==> src/rtl/led_share_arbiter.sv <==
// Round-robin owner of a shared LED bank: minimum tenure before preemption,
// optional per-requester blink, registered LED drive.
module led_share_arbiter #(
  parameter int NUM_REQ     = 4,
  parameter int LED_W       = 3,
  parameter int HOLD_CYCLES = 1000,
  parameter int BLINK_DIV   = 500
) (
  input  logic                       clk,
  input  logic                       reset,
  input  logic [NUM_REQ-1:0]         req,
  input  logic [NUM_REQ*LED_W-1:0]   req_pattern,
  input  logic [NUM_REQ-1:0]         req_blink,
  output logic [NUM_REQ-1:0]         grant,
  output logic [LED_W-1:0]           led_out,
  output logic                       busy
);

  // state    | meaning
  // S_IDLE   | no owner, outputs dark
  // S_OWNED  | owner_q holds the LEDs, hold/blink counters running
  localparam logic [0:0] S_IDLE  = 1'b0;
  localparam logic [0:0] S_OWNED = 1'b1;

  localparam int IW = (NUM_REQ > 1) ? $clog2(NUM_REQ) : 1;
  localparam int HW = $clog2(HOLD_CYCLES);
  localparam int BW = (BLINK_DIV > 1) ? $clog2(BLINK_DIV) : 1;
  localparam logic [HW-1:0] HOLD_MAX  = HW'(HOLD_CYCLES - 1);
  localparam logic [BW-1:0] BLINK_MAX = BW'(BLINK_DIV - 1);

  logic [0:0]         state_q, state_d;
  logic [IW-1:0]      owner_q, owner_d;
  logic [IW-1:0]      rr_ptr_q, rr_ptr_d;
  logic [HW-1:0]      hold_q, hold_d;
  logic [BW-1:0]      blink_cnt_q, blink_cnt_d;
  logic               phase_q, phase_d;
  logic [NUM_REQ-1:0] grant_q, grant_d;
  logic [LED_W-1:0]   led_q, led_d;
  logic               busy_q, busy_d;

  logic [NUM_REQ-1:0] cand;
  logic [IW:0]        scan_sum;
  logic [IW-1:0]      scan_idx;
  logic [IW-1:0]      win_idx;
  logic               win_found;
  logic               take;

  // Current owner is masked out, so the scan from rr_ptr only sees waiters.
  always_comb begin
    cand = req;
    if (state_q == S_OWNED) cand[owner_q] = 1'b0;
    win_found = 1'b0;
    win_idx   = '0;
    scan_sum  = '0;
    scan_idx  = '0;
    for (int k = 0; k < NUM_REQ; k++) begin
      scan_sum = {1'b0, rr_ptr_q} + (IW+1)'(k);
      if (scan_sum >= (IW+1)'(NUM_REQ)) scan_sum = scan_sum - (IW+1)'(NUM_REQ);
      scan_idx = scan_sum[IW-1:0];
      if (!win_found && cand[scan_idx]) begin
        win_found = 1'b1;
        win_idx   = scan_idx;
      end
    end
  end

  always_comb begin
    state_d     = state_q;
    owner_d     = owner_q;
    rr_ptr_d    = rr_ptr_q;
    hold_d      = hold_q;
    blink_cnt_d = blink_cnt_q;
    phase_d     = phase_q;
    take        = 1'b0;

    case (state_q)
      S_IDLE: begin
        if (win_found) take = 1'b1;
      end
      default: begin
        if (!req[owner_q]) begin
          if (win_found) begin
            take = 1'b1;
          end else begin
            state_d     = S_IDLE;
            hold_d      = '0;
            blink_cnt_d = '0;
            phase_d     = 1'b1;
          end
        end else if (hold_q == HOLD_MAX && win_found) begin
          take = 1'b1;
        end else begin
          if (hold_q != HOLD_MAX) hold_d = hold_q + HW'(1);
          if (blink_cnt_q == BLINK_MAX) begin
            blink_cnt_d = '0;
            phase_d     = ~phase_q;
          end else begin
            blink_cnt_d = blink_cnt_q + BW'(1);
          end
        end
      end
    endcase

    if (take) begin
      state_d     = S_OWNED;
      owner_d     = win_idx;
      hold_d      = '0;
      blink_cnt_d = '0;
      phase_d     = 1'b1;
      rr_ptr_d    = (win_idx == IW'(NUM_REQ - 1)) ? '0 : win_idx + IW'(1);
    end
  end

  // Outputs are computed from the next state so they register with grant.
  always_comb begin
    grant_d = '0;
    led_d   = '0;
    busy_d  = 1'b0;
    if (state_d == S_OWNED) begin
      grant_d[owner_d] = 1'b1;
      busy_d           = 1'b1;
      led_d            = req_pattern[owner_d*LED_W +: LED_W];
      if (req_blink[owner_d]) led_d = led_d & {LED_W{phase_d}};
    end
  end

  always_ff @(posedge clk) begin
    if (reset) begin
      state_q     <= S_IDLE;
      owner_q     <= '0;
      rr_ptr_q    <= '0;
      hold_q      <= '0;
      blink_cnt_q <= '0;
      phase_q     <= 1'b1;
      grant_q     <= '0;
      led_q       <= '0;
      busy_q      <= 1'b0;
    end else begin
      state_q     <= state_d;
      owner_q     <= owner_d;
      rr_ptr_q    <= rr_ptr_d;
      hold_q      <= hold_d;
      blink_cnt_q <= blink_cnt_d;
      phase_q     <= phase_d;
      grant_q     <= grant_d;
      led_q       <= led_d;
      busy_q      <= busy_d;
    end
  end

  assign grant   = grant_q;
  assign led_out = led_q;
  assign busy    = busy_q;

endmodule

==> config.mk <==
export PLATFORM = sky130hd
export DESIGN_NAME = led_share_arbiter
export DESIGN_NICKNAME = d
export VERILOG_FILES = /design/src/rtl/led_share_arbiter.sv
export SDC_FILE = /design/constraint.sdc
export NUM_CORES = 1
export LEC_CHECK = 0
export BUFFER_PORTS_ARGS = -buffer_cell sky130_fd_sc_hd__buf_2
export CAP_MARGIN = 15
export CORE_UTILIZATION = 55
export CTS_CLUSTER_SIZE = 28
export DETAILED_ROUTE_END_ITERATION = 8
export GPL_ROUTABILITY_DRIVEN = 0
export PLACE_DENSITY = 0.79
export SLEW_MARGIN = 20
export SYNTH_ARGS = -nofsm -noshare
export SYNTH_HDL_FRONTEND = slang
export SYNTH_SLANG_ARGS = --single-unit
==> constraint.sdc <==
create_clock -name clk -period 3.9 [get_ports clk]
set_input_delay 0.39 -clock clk [delete_from_list [all_inputs] [get_ports clk]]
set_output_delay 0.39 -clock clk [all_outputs]
set_load 0.01 [all_outputs]
==> impl_metrics.toml, run 1 <==
[status]
status = "finished clean"

[worst_setup_path]
cpMostUsedCell = "mux4_2"
path_cells = "mux4_2, o31a_4, a22o_4, nor4b_4, a21o_4, mux4_2, nor2b_4, a2111oi_2"
critPathKind = "flip-flop to flip-flop"
crit_required_ns = 4.14
cpPeakStageDelay_ns = 0.63
crit_family = "multiplexers"
crit_path_start_kind = "flip-flop"
path_buf_inv = 0
cp_max_fo = 12
cp_data_arrival_time_ns = 3.38
cp_slowest_cell = "mux4_2"
critPathCaptureType = "flip-flop"

[sta]
fmax_mhz = 318
fin_worst_hold_slack_ns = 0.284
period_share_pct = 80.6
clock_skew_ns = 0.00371
relSlewSlack_pct = 49.2
period_needed_ns = 3.14
grt_setup_unrepaired = "false"
hold_violations = 0
setup_ws_ns = 0.757
slew_viol_final = 0
worstMarginPinSlew_ns = 0.755
setup_violations = 0
tns_ns = 0

[floorplanning]
io_pins = 30
initial_core_util_pct = 60.1
die_y_um = 58.1
core_area_mm2 = 0.00288
rows = 19
die_w_um = 58.1
dieArea_mm2 = 0.00337

[logic_synthesis]
postSynth.asyncResetShare_pct = 0
synth_warnings = 0
synthCells = 189
synth_area_per_cell_um2 = 9.14
synth_cell_types = 49
synth_edf_count = 0
ys_ff_latch = 32
netlist_area_mm2 = 0.00173
ys.flop_type = "dfxtp_1"
synth.net_count = 213
synth_seq_area_share_pct = 37.1

[clock_network]
cts_setup_buffers = 0
clk_pin_slew_worst_paths_ns = 0.10
clock_latency_ns = 0.33
cts-resized-gates = 0
cts_root_buf = "clkbuf_4"
cts_sinks = 32
tritoncts = "done"
cts_buffers = 5
clock_path_buffers = 2
cts.htree.levels = 2
postCtsHoldBufs = 0

[cells_and_area]
drive_above_1_share_pct = 23.6
final_area_mm2 = 0.00196
area_growth_pct = 13.5
final_nets = 243
fillers = 225
num_antenna_cells = 0
utilization_pct = 68.2
fin_cells = 262

[detailed_routing]
num_vias = 1486
wl_per_cell_um = 12.5
first_pass_iters = 4
drtIter0Drc = 54
via_per_inst = 5.67
routed_wl_mm = 3.28
drt.antenna.violating_nets = 0
drc = 0

[global_route]
grt_pass1_wl_mm = 5.76
grt_max_degree = 16
antenna_found_initial = 0
grt_usage_pct = 22.6
grt_pass1_vias = 1350
overflow = 0

[placement]
post-place-ws_ns = 0.763
placed_area_mm2 = 0.00189
io_buffer_count = 29
hpwl_mm = 2.43
dp_cells = 254

[power_and_ir_drop]
finalPower_uw = 871
power_density_mw_per_mm2 = 444
vdd_drop_max_v = 0.000308
leakage_nw = 0.771

[worst_hold_path]
hold_path.class = "primary input to flip-flop"

[flow_run]
cap_violations = 0
flip-flops by register name, summed over array words and instances, names as in the netlist:
signal       count
blink_cnt_q      9
rr_ptr_q         2
state_q          1
owner_q          2
led_out          3
hold_q          10
grant            4
phase_q          1
cells in the mapped netlist (all sizes together) (2+ instances only):
library cell | n | area [µm²]
mux2i | 3 | 30.0
mux2 | 4 | 45.0
or2 | 2 | 12.5
a21o | 3 | 30.0
or3b | 2 | 17.5
a21oi | 9 | 45.0
mux4 | 2 | 45.0
dfxtp | 32 | 641
nand4 | 9 | 56.3
nor2b | 4 | 32.5
nor2 | 20 | 75.1
nor3 | 3 | 15.0
and2 | 3 | 18.8
ha | 2 | 25.0
xnor2 | 3 | 26.3
and3 | 3 | 18.8
buf | 5 | 40.0
nand3 | 5 | 25.0
o21a | 2 | 15.0
clkbuf | 2 | 7.51
inv | 5 | 18.8
o21ai | 10 | 50.1
nand2b | 2 | 12.5
a2111oi | 3 | 45.0
nor3b | 4 | 30.0
nand3b | 2 | 15.0
a211oi | 3 | 22.5
nand2 | 14 | 52.6
or3 | 5 | 31.3
xor2 | 10 | 87.6
path summary, 6_finish.rpt:
path,startpoint,end,slack (ns),cells after the start
max,owner_q[0],led_out[0],0.76,8
min,reset,rr_ptr_q[1],0.28,2
max reg2reg,owner_q[0],led_out[0],0.76,8
min reg2reg,hold_q[9],hold_q[9],0.50,2
worst reg2reg max path, stage by stage, from the launching register on:
cell	delay, ns
dfxtp_1	0.51
mux4_2	0.63
o31a_4	0.17
a22o_4	0.26
nor4b_4	0.31
a21o_4	0.21
mux4_2	0.51
nor2b_4	0.16
a2111oi_2	0.29
layout make-up:
type	count	area (µm²)	area share, %
well taps	42	52.6	2.68
multi-input cells	145	1020	52.0
repair buffers	30	153	7.78
clock buffers	6	41.3	2.10
flip-flops and latches	32	641	32.7
clock inverters	2	35.0	1.79
inverters	5	18.8	0.957
routing by layer:
layer	part of all wire, %	global-route usage [%]
met5	0	0
met1	45	28.1
met4	1.7	9.86
met3	6.8	7.37
met2	47	36.0
layout by cell type, fill, tap and decap left out, drive strengths merged, types with 2 or more instances in the layout:
| cell | instances |
|---|---|
| or2 | 2 |
| nor2 | 20 |
| nand3b | 2 |
| o21ai | 10 |
| mux2 | 4 |
| mux4 | 2 |
| nand2 | 14 |
| a211oi | 3 |
| a21o | 3 |
| nand3 | 5 |
| inv | 5 |
| or3b | 2 |
| dfxtp | 32 |
| xor2 | 10 |
| a21oi | 9 |
| nor3 | 3 |
| buf | 30 |
| o21a | 2 |
| nor2b | 4 |
| and3 | 3 |
| clkbuf | 6 |
| a2111oi | 3 |
| ha | 2 |
| xnor2 | 3 |
| mux2i | 3 |
| nand2b | 2 |
| nor3b | 4 |
| and2 | 3 |
| or3 | 5 |
| nand4 | 9 |
kinds of logic (layout without fill, tap and decap cells):
group                    count (synthesis)  count (layout)  synth area share [%]
adder cells (fa/ha/maj)                  2               2                  1.45
AND/OR/NAND/NOR                         83              83                  27.3
AO/OA/AOI/OAI                           38              38                  16.8
multiplexers                             9               9                  6.95
flip-flops                              32              32                  37.1
buffers and inverters                   12              43                  3.84
XOR/XNOR                                13              13                  6.59
power by group:
group | internal [mW] | switching (mW)
clock | 0.134 | 0.111
sequential | 0.353 | 0.0243
combinational | 0.120 | 0.127
(Power assumes the default switching activity.)
==> inputs of run 2 (changes only) <==
- clock period: 3.9 -> 3.3 ns (I/O delays scaled with it)
==> run 2 against run 1 <==
  * Flip-flop and latch count did not move
  * Clock power grew 21%
  * Via count hardly changed
  * Cell count stayed put
  * Largest cell class unchanged
==> impl_metrics.toml, run 2 (same netlist as run 1, synthesis figures left out) <==
[global_route]
grt_pass1_wl_mm = 6.31
overflow = 0
grt_pass1_vias = 1455
antenna_found_initial = 0
grt_usage_pct = 24.6
grt_max_degree = 16

[sta]
fmax_mhz = 331
period_share_pct = 91.6
relSlewSlack_pct = 49.5
clock_skew_ns = 0.00214
period_needed_ns = 3.02
grt_setup_unrepaired = "false"
slew_viol_final = 0
hold_violations = 0
tns_ns = 0
worstMarginPinSlew_ns = 0.751
setup_violations = 0

[cells_and_area]
fillers = 235
fin_cells = 262
area_growth_pct = 14.1
final_common_cell = "dfxtp_1"
largest_reg_flops = 10
seq_area_um2 = 642
final_nets = 243
multi_input_area_mm2 = 0.00103
drive_above_1_share_pct = 25.0
num_antenna_cells = 0
utilization_pct = 68.6
regMostFlops = "hold_q"
final_cell_mix = "dfxtp_1, buf_2, nor2_1"

[power_and_ir_drop]
power_frac_clock_pct = 28.7
power_density_mw_per_mm2 = 527
leakage_nw = 0.773
finalPower_mw = 1.04
vdd_drop_max_v = 0.000369
power.switching_uw = 320
p_int_uw = 719
seqPwrFrac_pct = 42.9
combPwrFrac_pct = 28.5
switching_share_pct = 30.8

[floorplanning]
core_area_mm2 = 0.00288
dieArea_mm2 = 0.00337
die_y_um = 58.1
io_pins = 30
rows = 19
initial_core_util_pct = 60.1
die_w_um = 58.1

[worst_setup_path]
cp_data_arrival_time_ns = 3.26
cp_max_fo = 12
cpPeakStageDelay_ns = 0.60
cp_slowest_cell = "mux4_2"
critPathKind = "flip-flop to flip-flop"
crit_family = "multiplexers"
path_buf_inv = 0
path_cells = "mux4_2, o31a_4, a22o_4, nor4b_4, a21o_4, mux4_2, nor2b_4, a2111oi_2"
cpMostUsedCell = "mux4_2"
rrSetupSlack_ns = 0.28
crit_required_ns = 3.54
timing.rr.end = "led_out[2]"
critPathCaptureType = "flip-flop"
r2r_start = "owner_q[0]"
rr_worst_depth = 8
crit_path_start_kind = "flip-flop"

[clock_network]
clk_pin_slew_worst_paths_ns = 0.10
cts_buffers = 5
clock_path_buffers = 2
postCtsHoldBufs = 0
cts_setup_buffers = 0
tritoncts = "done"
cts_sinks = 32
cts.htree.levels = 2
clock_latency_ns = 0.33
cts_root_buf = "clkbuf_4"

[detailed_routing]
wl_per_cell_um = 13.6
via_per_inst = 5.67
routed_wl_mm = 3.55
first_pass_iters = 4
drt.antenna.violating_nets = 0
drtIter0Drc = 83
num_vias = 1485
drc = 0

[worst_hold_path]
hold_path.class = "primary input to flip-flop"
min_from = "reset"
holdPathEnd = "owner_q[0]"
whs_path_depth = 2

[placement]
dp_cells = 254
hpwl_mm = 2.64
io_buffer_count = 29

[status]
status = "finished clean"

[flow_run]
cap_violations = 0
[run 2: cell type report]
type                    instances  share of cell area, %
repair buffers                 30                   7.74
clock inverters                 3                   2.16
clock buffers                   5                   1.90
inverters                       5                  0.952
well taps                      42                   2.66
multi-input cells             145                   52.0
flip-flops and latches         32                   32.6
[run 2: power by group through the flow]
stage               clock (mW)  sequential (mW)  combinational, mW
floorplan                    0            0.449              0.242
global placement             0            0.450              0.284
detailed placement           0            0.452              0.292
CTS                      0.301            0.443              0.294
global route             0.326            0.451              0.327
finish                   0.298            0.445              0.296
[run 2: timing repair]
action                     in CTS  in global routing
gates resized for setup         0                  2
setup endpoints to repair       0                  3
hold endpoints to repair        0                  0
[run 2: stage by stage]
step / setup slack, ns / cell area, µm² / hold slack, ns
final: 0.277 / 1970 / 0.221
after global routing: 0.0805 / 1970 / 0.222
after CTS: 0.188 / 1970 / 0.217
after detailed placement: 0.215 / 1890 / 0.487
after global placement: 0.285 / 1890 / 0.474
after floorplan: 0.505 / 1730 / 0.402
[run 2: routing by layer]
metal | routed length (µm) | global-route usage (%) | share of wire, % | up-vias
met5 | 0 | 0 | 0 | -
met4 | 29 | 5.44 | 0.82 | 0
met3 | 173 | 8.04 | 4.9 | 5
met2 | 1840 | 43.2 | 52 | 40
met1 | 1510 | 29.3 | 42 | 695
li1 | - | - | - | 745
[run 2: how the worst max path moves through the flow]
stage / startpoint / end / slack (ns) / cells after the start
after global placement: owner_q[0] / led_out[1] / 0.29 / 8
after global routing: hold_q[0] / led_out[0] / 0.08 / 9
after CTS: owner_q[0] / led_out[2] / 0.19 / 8
after detailed placement: owner_q[0] / led_out[2] / 0.21 / 8
final: owner_q[0] / led_out[2] / 0.28 / 8
after floorplan: owner_q[0] / led_out[0] / 0.51 / 9
[run 2: worst reg2reg max path: cells and delay by family (launching register included)]
kind / cells / cell delay (ns)
AND/OR/NAND/NOR: 2 / 0.47
flip-flops: 1 / 0.43
AO/OA/AOI/OAI: 4 / 0.93
multiplexers: 2 / 1.11
